==> config.mk <==
export PLATFORM = sky130hd
export DESIGN_NAME = div32by16_signed
export DESIGN_NICKNAME = d
export VERILOG_FILES = /design/src/rtl/mul_div_pkg.sv /design/src/rtl/div_step.sv /design/src/rtl/div32by16_signed.sv
export SDC_FILE = /design/constraint.sdc
export NUM_CORES = 1
export LEC_CHECK = 0
export CORE_ASPECT_RATIO = 0.9
export CORE_MARGIN = 2
export CORE_UTILIZATION = 40
export DETAILED_ROUTE_END_ITERATION = 10
export GPL_ROUTABILITY_DRIVEN = 0
export GPL_TIMING_DRIVEN = 0
export PLACE_DENSITY = 0.66
export SETUP_SLACK_MARGIN = 0.05
export SYNTH_ARGS = -nofsm -noshare
export SYNTH_HDL_FRONTEND = slang
export SYNTH_SLANG_ARGS = --single-unit
==> constraint.sdc <==
create_clock -name CLK -period 6.35 [get_ports CLK]
set_input_delay 0.9525 -clock CLK [delete_from_list [all_inputs] [get_ports CLK]]
set_output_delay 0.9525 -clock CLK [all_outputs]
set_load 0.01 [all_outputs]
==> src/rtl/mul_div_pkg.sv <==
// Shared widths, state encoding and saturation constants for the multiplier/divider datapath.
package mul_div_pkg;
    localparam int DIVIDEND_W = 32;
    localparam int DIVISOR_W  = 16;
    localparam int ITER       = 16;

    typedef enum logic [1:0] {
        IDLE = 2'd0,
        CALC = 2'd1,
        FIX  = 2'd2,
        DONE = 2'd3
    } div_state_t;

    localparam logic [DIVISOR_W-1:0] Q_OVF = 16'h8000;
    localparam logic [DIVISOR_W-1:0] Q_DZ  = 16'hFFFF;

    // Magnitudes are unsigned, so the most negative input maps to 2^(W-1) exactly.
    function automatic logic [DIVIDEND_W-1:0] abs32(input logic [DIVIDEND_W-1:0] v);
        return v[DIVIDEND_W-1] ? (~v + 32'd1) : v;
    endfunction

    function automatic logic [DIVISOR_W-1:0] abs16(input logic [DIVISOR_W-1:0] v);
        return v[DIVISOR_W-1] ? (~v + 16'd1) : v;
    endfunction
endpackage

==> src/rtl/div_step.sv <==
// One restoring-division iteration: shift in a dividend bit, compare, conditionally subtract.
module div_step
    import mul_div_pkg::*;
(
    input  logic [DIVISOR_W-1:0] i_rem,
    input  logic                 i_bit,
    input  logic [DIVISOR_W-1:0] i_div,
    output logic [DIVISOR_W-1:0] o_rem,
    output logic                 o_qbit
);
    logic [DIVISOR_W:0] w_part;
    logic [DIVISOR_W:0] w_diff;

    assign w_part = {i_rem, i_bit};
    assign w_diff = w_part - {1'b0, i_div};
    assign o_qbit = (w_part >= {1'b0, i_div});
    // With rem < div on entry, the kept value always fits back into DIVISOR_W bits.
    assign o_rem  = DIVISOR_W'(o_qbit ? w_diff : w_part);
endmodule

==> src/rtl/div32by16_signed.sv <==
// Sequential signed 32/16 divider: 16 restoring iterations on magnitudes, then one sign-fix cycle.
module div32by16_signed
    import mul_div_pkg::*;
(
    input  logic                  CLK,
    input  logic                  RST_N,
    input  logic                  in_valid,
    output logic                  in_ready,
    input  logic [DIVIDEND_W-1:0] dividend,
    input  logic [DIVISOR_W-1:0]  divisor,
    output logic                  out_valid,
    input  logic                  out_ready,
    output logic [DIVISOR_W-1:0]  quotient,
    output logic [DIVISOR_W-1:0]  remainder,
    output logic                  dz,
    output logic                  ovf
);
    div_state_t r_state, w_next;

    logic [4:0]            r_cnt;
    logic [DIVISOR_W-1:0]  r_rem, r_nlo, r_q, r_dabs, r_nraw_lo;
    logic                  r_sign_q, r_sign_r, r_dz_p, r_uovf;
    logic [DIVISOR_W-1:0]  r_quot, r_rmdr;
    logic                  r_dz, r_ovf;

    logic [DIVIDEND_W-1:0] w_nabs;
    logic [DIVISOR_W-1:0]  w_dabs;
    logic [DIVISOR_W-1:0]  w_step_rem;
    logic                  w_qbit;
    logic                  w_s_ovf;
    logic [DIVISOR_W-1:0]  w_fix_q, w_fix_r;

    assign w_nabs = abs32(dividend);
    assign w_dabs = abs16(divisor);

    div_step u_step (
        .i_rem  (r_rem),
        .i_bit  (r_nlo[DIVISOR_W-1]),
        .i_div  (r_dabs),
        .o_rem  (w_step_rem),
        .o_qbit (w_qbit)
    );

    always_ff @(posedge CLK or negedge RST_N) begin
        if (!RST_N) r_state <= IDLE;
        else        r_state <= w_next;
    end

    always_comb begin
        w_next = r_state;
        unique case (r_state)
            IDLE:    if (in_valid) w_next = CALC;
            CALC:    if (r_cnt == 5'(ITER - 1)) w_next = FIX;
            FIX:     w_next = DONE;
            DONE:    if (out_ready) w_next = IDLE;
            default: w_next = IDLE;
        endcase
    end

    assign in_ready  = (r_state == IDLE);
    assign out_valid = (r_state == DONE);

    // Negative quotients may reach magnitude 32768; positive ones stop at 32767.
    always_comb begin
        w_s_ovf = r_uovf | (!r_sign_q & r_q[DIVISOR_W-1]) | (r_sign_q & (r_q > 16'h8000));
        w_fix_q = r_sign_q ? (~r_q + 16'd1) : r_q;
        w_fix_r = r_sign_r ? (~r_rem + 16'd1) : r_rem;
        if (r_dz_p) begin
            w_fix_q = Q_DZ;
            w_fix_r = r_nraw_lo;
        end else if (w_s_ovf) begin
            w_fix_q = Q_OVF;
            w_fix_r = '0;
        end
    end

    always_ff @(posedge CLK or negedge RST_N) begin
        if (!RST_N) begin
            r_cnt     <= '0;
            r_rem     <= '0;
            r_nlo     <= '0;
            r_q       <= '0;
            r_dabs    <= '0;
            r_nraw_lo <= '0;
            r_sign_q  <= 1'b0;
            r_sign_r  <= 1'b0;
            r_dz_p    <= 1'b0;
            r_uovf    <= 1'b0;
            r_quot    <= '0;
            r_rmdr    <= '0;
            r_dz      <= 1'b0;
            r_ovf     <= 1'b0;
        end else begin
            unique case (r_state)
                IDLE: if (in_valid) begin
                    r_rem     <= w_nabs[DIVIDEND_W-1:DIVISOR_W];
                    r_nlo     <= w_nabs[DIVISOR_W-1:0];
                    r_dabs    <= w_dabs;
                    r_q       <= '0;
                    r_nraw_lo <= dividend[DIVISOR_W-1:0];
                    r_sign_q  <= dividend[DIVIDEND_W-1] ^ divisor[DIVISOR_W-1];
                    r_sign_r  <= dividend[DIVIDEND_W-1];
                    r_dz_p    <= (divisor == '0);
                    r_uovf    <= (divisor != '0) && (w_nabs[DIVIDEND_W-1:DIVISOR_W] >= w_dabs);
                    r_cnt     <= '0;
                end
                CALC: begin
                    r_rem <= w_step_rem;
                    r_q   <= {r_q[DIVISOR_W-2:0], w_qbit};
                    r_nlo <= {r_nlo[DIVISOR_W-2:0], 1'b0};
                    r_cnt <= r_cnt + 5'd1;
                end
                FIX: begin
                    r_quot <= w_fix_q;
                    r_rmdr <= w_fix_r;
                    r_dz   <= r_dz_p;
                    r_ovf  <= !r_dz_p & w_s_ovf;
                end
                default: ;
            endcase
        end
    end

    assign quotient  = r_quot;
    assign remainder = r_rmdr;
    assign dz        = r_dz;
    assign ovf       = r_ovf;
endmodule

==> results of run 1 <==
registers in the layout (all words and copies together), names as in the netlist:
signal,flops
r_sign_r,1
r_nlo,16
r_uovf,1
r_state,2
r_dabs,16
remainder,16
dz,1
quotient,16
r_q,16
ovf,1
r_nraw_lo,16
r_dz_p,1
r_rem,16
r_cnt,5
r_sign_q,1
cell families (layout without fill, tap and decap cells):
family | after synthesis | count (layout) | share of synthesized area (%)
AOI/OAI and AO/OA | 292 | 292 | 22.8
adders and majority gates | 43 | 43 | 6.74
DFF | 125 | 125 | 38.7
muxes | 40 | 40 | 5.37
and+or+nand+nor | 232 | 232 | 13.8
buffers and inverters | 87 | 205 | 4.05
xor gates and xnor gates | 79 | 79 | 8.55
where the power goes:
| group | internal [mW] | total [mW] | switching [mW] |
|---|---|---|---|
| clock network | 0.664 | 1.06 | 0.393 |
| logic | 1.28 | 2.90 | 1.63 |
| registers | 1.16 | 1.51 | 0.347 |
worst max-delay path, delay by kind of cell:
| kind | cells | cell delay, ns |
|---|---|---|
| AOI/OAI and AO/OA | 5 | 1.41 |
| and+or+nand+nor | 4 | 1.36 |
| buffers and inverters | 3 | 0.78 |
| adders and majority gates | 2 | 0.57 |
| xor gates and xnor gates | 1 | 0.30 |
worst min path at each step:
| stage | start | endpoint | slack [ns] | cells after the start |
|---|---|---|---|---|
| 6_report | RST_N | quotient[8] | 0.40 | 1 |
| 5_1_grt | RST_N | r_q[9] | 0.41 | 1 |
| 4_1_cts | RST_N | r_q[8] | 0.40 | 1 |
| 3_5_place_dp | remainder[10] | remainder[10] | 0.47 | 1 |
| 3_3_place_gp | r_dabs[5] | r_dabs[5] | 0.46 | 2 |
| 2_1_floorplan | r_dabs[10] | r_dabs[10] | 0.45 | 2 |
routing by layer:
layer,track usage [%],part of all wire (%),up-vias,wire length (um)
li1,-,-,3493,-
met1,31.7,47,3543,10900
met2,34.3,45,237,10400
met3,3.13,5.8,34,1330
met4,6.49,1.5,0,356
met5,0,0,-,0
cell usage in the layout, fill, tap and decap left out, drive strengths merged, types with 11 or more instances in the layout:
cell	n
clkbuf	57
o21ai	90
ha	42
xnor2	40
a21oi	64
xor2	39
mux2	27
nand2b	13
inv	45
mux2i	13
o31ai	23
dfrtp	125
nand2	79
nor3	21
o22ai	31
nor2	56
clkdlybuf4s50	84
a22o	13
a22oi	14
o21a	11
or3	12
through the flow:
stage                     power (mW)  utilization (%)  cell area, um2  setup TNS, ns
final                           5.47             49.8            9920              0
after global routing            5.89             49.8            9920              0
after CTS                       5.47             49.8            9920              0
after detailed placement        4.38             46.6            9290              0
after global placement          4.32             46.5            9260        -102.36
after floorplan                 3.44                -            8090              0
area by class of cell:
class	count	area share, %
Sequential cell	125	31.5
Multi-Input combinational cell	686	46.7
Buffer	46	1.75
Timing Repair Buffer	86	8.86
Inverter	41	1.55
Clock buffer	17	4.29
Tap cell	255	3.21
Clock inverter	15	2.13
==> metrics.md, run 1 <==
| Metric | Value |
|---|---|
| Outcome | complete, no violations |
| Relative slew slack | 35.7% |
| Fmax | 0.196 GHz |
| GRT Overall Usage | 21.9% |
| Startpoint types | input pin |
| Post-synthesis cell area | 8090 um2 |
| Synth async-reset ratio | 100% |
| Max clock buf depth | 2 |
| Synthesized Nets | 993 |
| Finished Layout Cells | 1,271 |
| Worst-path cell chain | clkdlybuf4s50_1 > inv_1 > ha_1 > or4b_2 > or4_1 > clkbuf_1 > nand2b_1 > o41ai_2 > xnor2_1 > ha_1 > a21o_1 > a21oi_1 > nor2_1 > a2111oi_0 > a21oi_1 |
| CTS tree | built |
| Final hold vios | 0 |
| Leakage Power | 4.12 nW |
| Routed vias/inst | 5.75 |
| Share of layout cells above drive strength 1 | 7.68% |
| Hold-fix buffers, CTS | 0 |
| Synth Flop Type | dfrtp_1 |
| # port buffers | 85 |
| Yosys reg bits | 125 |
| Remaining global-route overflow | 0 |
| Hold WC Path Type | in -> async |
| DIE WIDTH | 154 um |
| DIE HEIGHT | 139 um |
| RSZ-0062 raised after global routing | no |
| Final #Nets | 1,098 |
| Synthesis warning total | 0 |
| CTS H-tree depth | 4 |
| Avg Cell Area, Syn | 9.01 um2 |
| WL/cell | 18.1 um |
| Number of synthesized flops with an enable pin | 0 |
| CP max FO | 6 |
| WHS | 0.395 ns |
| Antenna violations before repair | 0 |
| Power Dens Cells | 551 nW/um2 |
| Tcrit/Tclk final | 80.4% |
| Diode count | 0 |
| Pre-CTS WS | 0.883 ns |
| Num ports | 88 |
| CP endpoint | r_uovf |
| Root buffer cell | clkbuf_16 |
| Cell taking the most area after synthesis | dfrtp_1 |
| Core Area | 19,900 um2 |
| CP max stage cell | a2111oi_0 |
| Cell row count | 49 |
| Area of the multi-input gates | 4630 um2 |
| R2r setup slk | 3.19 ns |
| Final Setup Violations | 0 |
| Starting Density | 40.6% |
| CP Class | in -> reg |
| Worst r2r path cells | 9 |
| Hpwl dp | 17.5 mm |
| R2R Path Start | r_rem[5] |
| Final ANT Viol Nets | 0 |
| First-pass GRT wire length | 37.1 mm |
| Setup ws final | 1.25 ns |
| Clock Pin Slew Worst Setup and Hold Paths | 0.06 ns |
| Register area share after synthesis | 38.7% |
| Detailed Routing Iterations Pass 1 | 6 |
| Fillers | 1,897 |
| Worst r2r dst | r_q[0] |
| Post-CTS setup buffer count | 0 |
| Vias | 7,307 |
| Top cell type's share of synthesized area | 38.7% |
| Worst skew pair latency | 0.43 ns |
| Cts bufs inserted | 17 |
| Netlist cell types | 59 |
| Placed cell count | 1,239 |
| Max Slew Vio Count | 0 |
| Max-Cap Viols | 0 |
| Cells after synthesis | 898 |
| Largest net degree at the start of global routing | 98 |
| Commonest cells post-synth | dfrtp_1 (125), o21ai_0 (89), nand2_1 (79), a21oi_1 (64), nor2_1 (56) |
| Final wirelength | 23.0 mm |
| Clock Skews | 0.00886 ns |
| Worst path required time | 6.62 ns |
| Most numerous cell in the Yosys netlist | dfrtp_1 |
| Remaining DRCs | 0 |
| Synth-to-layout area growth | 22.7% |
| CP Data Arrival Time | 5.38 ns |
| Die area | 21,400 um2 |
| CTS Sinks | 125 |
| Post-CTS sizing | 0 |
| Slew @ Worst Pin | 0.955 ns |
| Crit. Startpoint | dividend[0] |
| Sequential standard cell area | 3130 um2 |
| Worst stage delay on the critical path | 0.71 ns |
| Vias in the first global route | 6,943 |
| Synth top area cells | dfrtp_1 (39%), ha_1 (6.5%), o21ai_0 (5.5%) |
| Initial DRC Count | 588 |
| Peak supply drop | 0.236 mV |
| Critical Path End Type | flip-flop |
| Final worst path period need | 5.10 ns |
No activity file was read; power rests on OpenSTA's default activity.
==> inputs of run 2 (changes only) <==
==> constraint.sdc (replaced) <==
create_clock -name CLK -period 4.7 [get_ports CLK]
set_input_delay 0.705 -clock CLK [delete_from_list [all_inputs] [get_ports CLK]]
set_output_delay 0.705 -clock CLK [all_outputs]
set_load 0.01 [all_outputs]
==> run 2 against run 1 <==
Net effect: register-to-register slack worse by 1.7 ns; via count about the same; die area unchanged; clock power up 35%; largest power group unchanged; highest routed layer unchanged.
==> metrics.md, run 2 (synthesized netlist as in run 1, its figures left out) <==
| Metric | Value |
|---|---|
| Starting Density | 40.6% |
| Most common cell after layout, fill and taps aside | dfrtp_1 |
| Tcrit/Tclk final | 95.6% |
| Startpoint types | input pin |
| Final Cell Area | 9950 um2 |
| Placed cell count | 1,239 |
| Clk pwr share | 19.3% |
| Final worst path period need | 4.49 ns |
| Comb pwr share | 53.1% |
| CTS H-tree depth | 4 |
| Antenna violations before repair | 0 |
| Critical Path End Type | flip-flop |
| Core Area | 19,900 um2 |
| Final Util | 49.9% |
| WL/cell | 18.2 um |
| Tot Pwr | 7.40 mW |
| Initial DRC Count | 596 |
| Worst stage delay on the critical path | 0.66 ns |
| Sequential power share | 27.6% |
| Leakage Power | 4.13 nW |
| Most frequent cells in the layout | dfrtp_1 (125), o21ai_0 (89), clkdlybuf4s50_1 (84) |
| CP Class | in -> reg |
| Clock Pin Slew Worst Setup and Hold Paths | 0.06 ns |
| Final Setup Violations | 0 |
| First-pass GRT wire length | 37.1 mm |
| Finished Layout Cells | 1,271 |
| DIE WIDTH | 154 um |
| # port buffers | 85 |
| Max clock buf depth | 2 |
| Cts bufs inserted | 17 |
| Sw power | 3.20 mW |
| CP delay by family, top | simple AND/OR/NAND/NOR gates |
| Clock Skews | 0.00928 ns |
| Post-DP Area | 9290 um2 |
| Worst-path cell chain | clkdlybuf4s50_1 > inv_1 > ha_1 > or4b_2 > or4_1 > clkbuf_1 > nand2b_1 > o41ai_2 > xnor2_2 > ha_1 > a21o_1 > a21oi_1 > nor2_1 > a2111oi_2 > a21oi_1 |
| Fmax | 0.223 GHz |
| Remaining DRCs | 0 |
| Final wirelength | 23.1 mm |
| Final ANT Viol Nets | 0 |
| Num ports | 88 |
| Diode count | 0 |
| Int Pwr | 4.20 mW |
| DIE HEIGHT | 139 um |
| Vias | 7,305 |
| Setup ws final | 0.207 ns |
| Post-CTS setup buffer count | 0 |
| Die area | 21,400 um2 |
| Final #Nets | 1,098 |
| Worst path required time | 4.99 ns |
| GRT Overall Usage | 21.9% |
| WP buf/inv | 3 |
| Power Dens Cells | 744 nW/um2 |
| Cell row count | 49 |
| Pre-CTS WS | -0.519 ns |
| Share of layout cells above drive strength 1 | 8.07% |
| Worst skew pair latency | 0.43 ns |
| Final hold vios | 0 |
| CP max stage cell | or4b_2 |
| Root buffer cell | clkbuf_16 |
| CP max FO | 6 |
| Detailed Routing Iterations Pass 1 | 5 |
| Max Slew Vio Count | 0 |
| Largest net degree at the start of global routing | 98 |
| CP Data Arrival Time | 4.78 ns |
| Slew @ Worst Pin | 0.959 ns |
| Hold WC Path Type | in -> async |
| Outcome | complete, no violations |
| CTS Sinks | 125 |
| Remaining global-route overflow | 0 |
| Hpwl dp | 17.5 mm |
| RSZ-0062 raised after global routing | no |
| Routed vias/inst | 5.75 |
| Switching Share | 43.3% |
| Max-Cap Viols | 0 |
| CTS tree | built |
| Synth-to-layout area growth | 23.0% |
| Vias in the first global route | 6,961 |
| Relative slew slack | 35.5% |
| Peak supply drop | 0.318 mV |
==> run 2: worst reg2reg max path, stage by stage (launching register included) <==
cell	delay (ns)
dfrtp_1	0.48
ha_1	0.42
nand2_1	0.11
or4b_2	0.60
o211ai_1	0.25
a31o_2	0.29
o21ai_0	0.22
buf_2	0.32
nand2_1	0.23
o21ai_0	0.12
==> run 2: path summary, 6_finish.rpt <==
kind / start / to / slack (ns) / depth (start not counted)
min in group CLK: remainder[10] / remainder[10] / 0.47 / 1
min: RST_N / quotient[8] / 0.15 / 1
max: dividend[1] / r_uovf / 0.21 / 15
min reg2reg: remainder[10] / remainder[10] / 0.47 / 1
max in group asynchronous: RST_N / r_dabs[9] / 3.77 / 2
max reg2reg: r_rem[5] / r_q[0] / 1.53 / 9
==> run 2: power groups by stage <==
stage	combinational (mW)	clock, mW	sequential (mW)
after floorplan	2.70	0	1.95
after CTS	3.92	1.45	2.03
after detailed placement	3.87	0	2.05
final	3.93	1.43	2.04
after global placement	3.80	0	2.03
after global routing	4.37	1.50	2.10
==> run 2: final cells by class <==
class	instances	area (um2)
Buffer	46	174
Inverter	41	154
Clock inverter	15	211
Clock buffer	17	425
Fill cell	1894	9980
Timing Repair Buffer	86	880
Multi-Input combinational cell	686	4650
Tap cell	255	319
Sequential cell	125	3130
==> run 2: metal layers <==
| layer | wire, um | GRT usage [%] |
|---|---|---|
| met1 | 11000 | 31.7 |
| met3 | 1190 | 3.13 |
| met4 | 327 | 6.49 |
| met2 | 10600 | 34.4 |
| met5 | 0 | 0 |
==> run 2: repair_timing <==
action / in CTS / in global routing
gates resized for setup: 2 / 3
endpoints found under the hold margin: 0 / 0
endpoints found under the setup margin: 1 / 1
pin swaps: 0 / 2
hold buffers: 0 / 0
==> run 2: metrics by stage <==
| step | hold WS [ns] | setup TNS [ns] |
|---|---|---|
| 2_1_floorplan | 0.409 | 0 |
| 3_3_place_gp | 0.463 | -278.22 |
| 3_5_place_dp | 0.470 | -0.519 |
| 4_1_cts | 0.148 | 0 |
| 5_1_grt | 0.163 | 0 |
| 6_report | 0.147 | 0 |
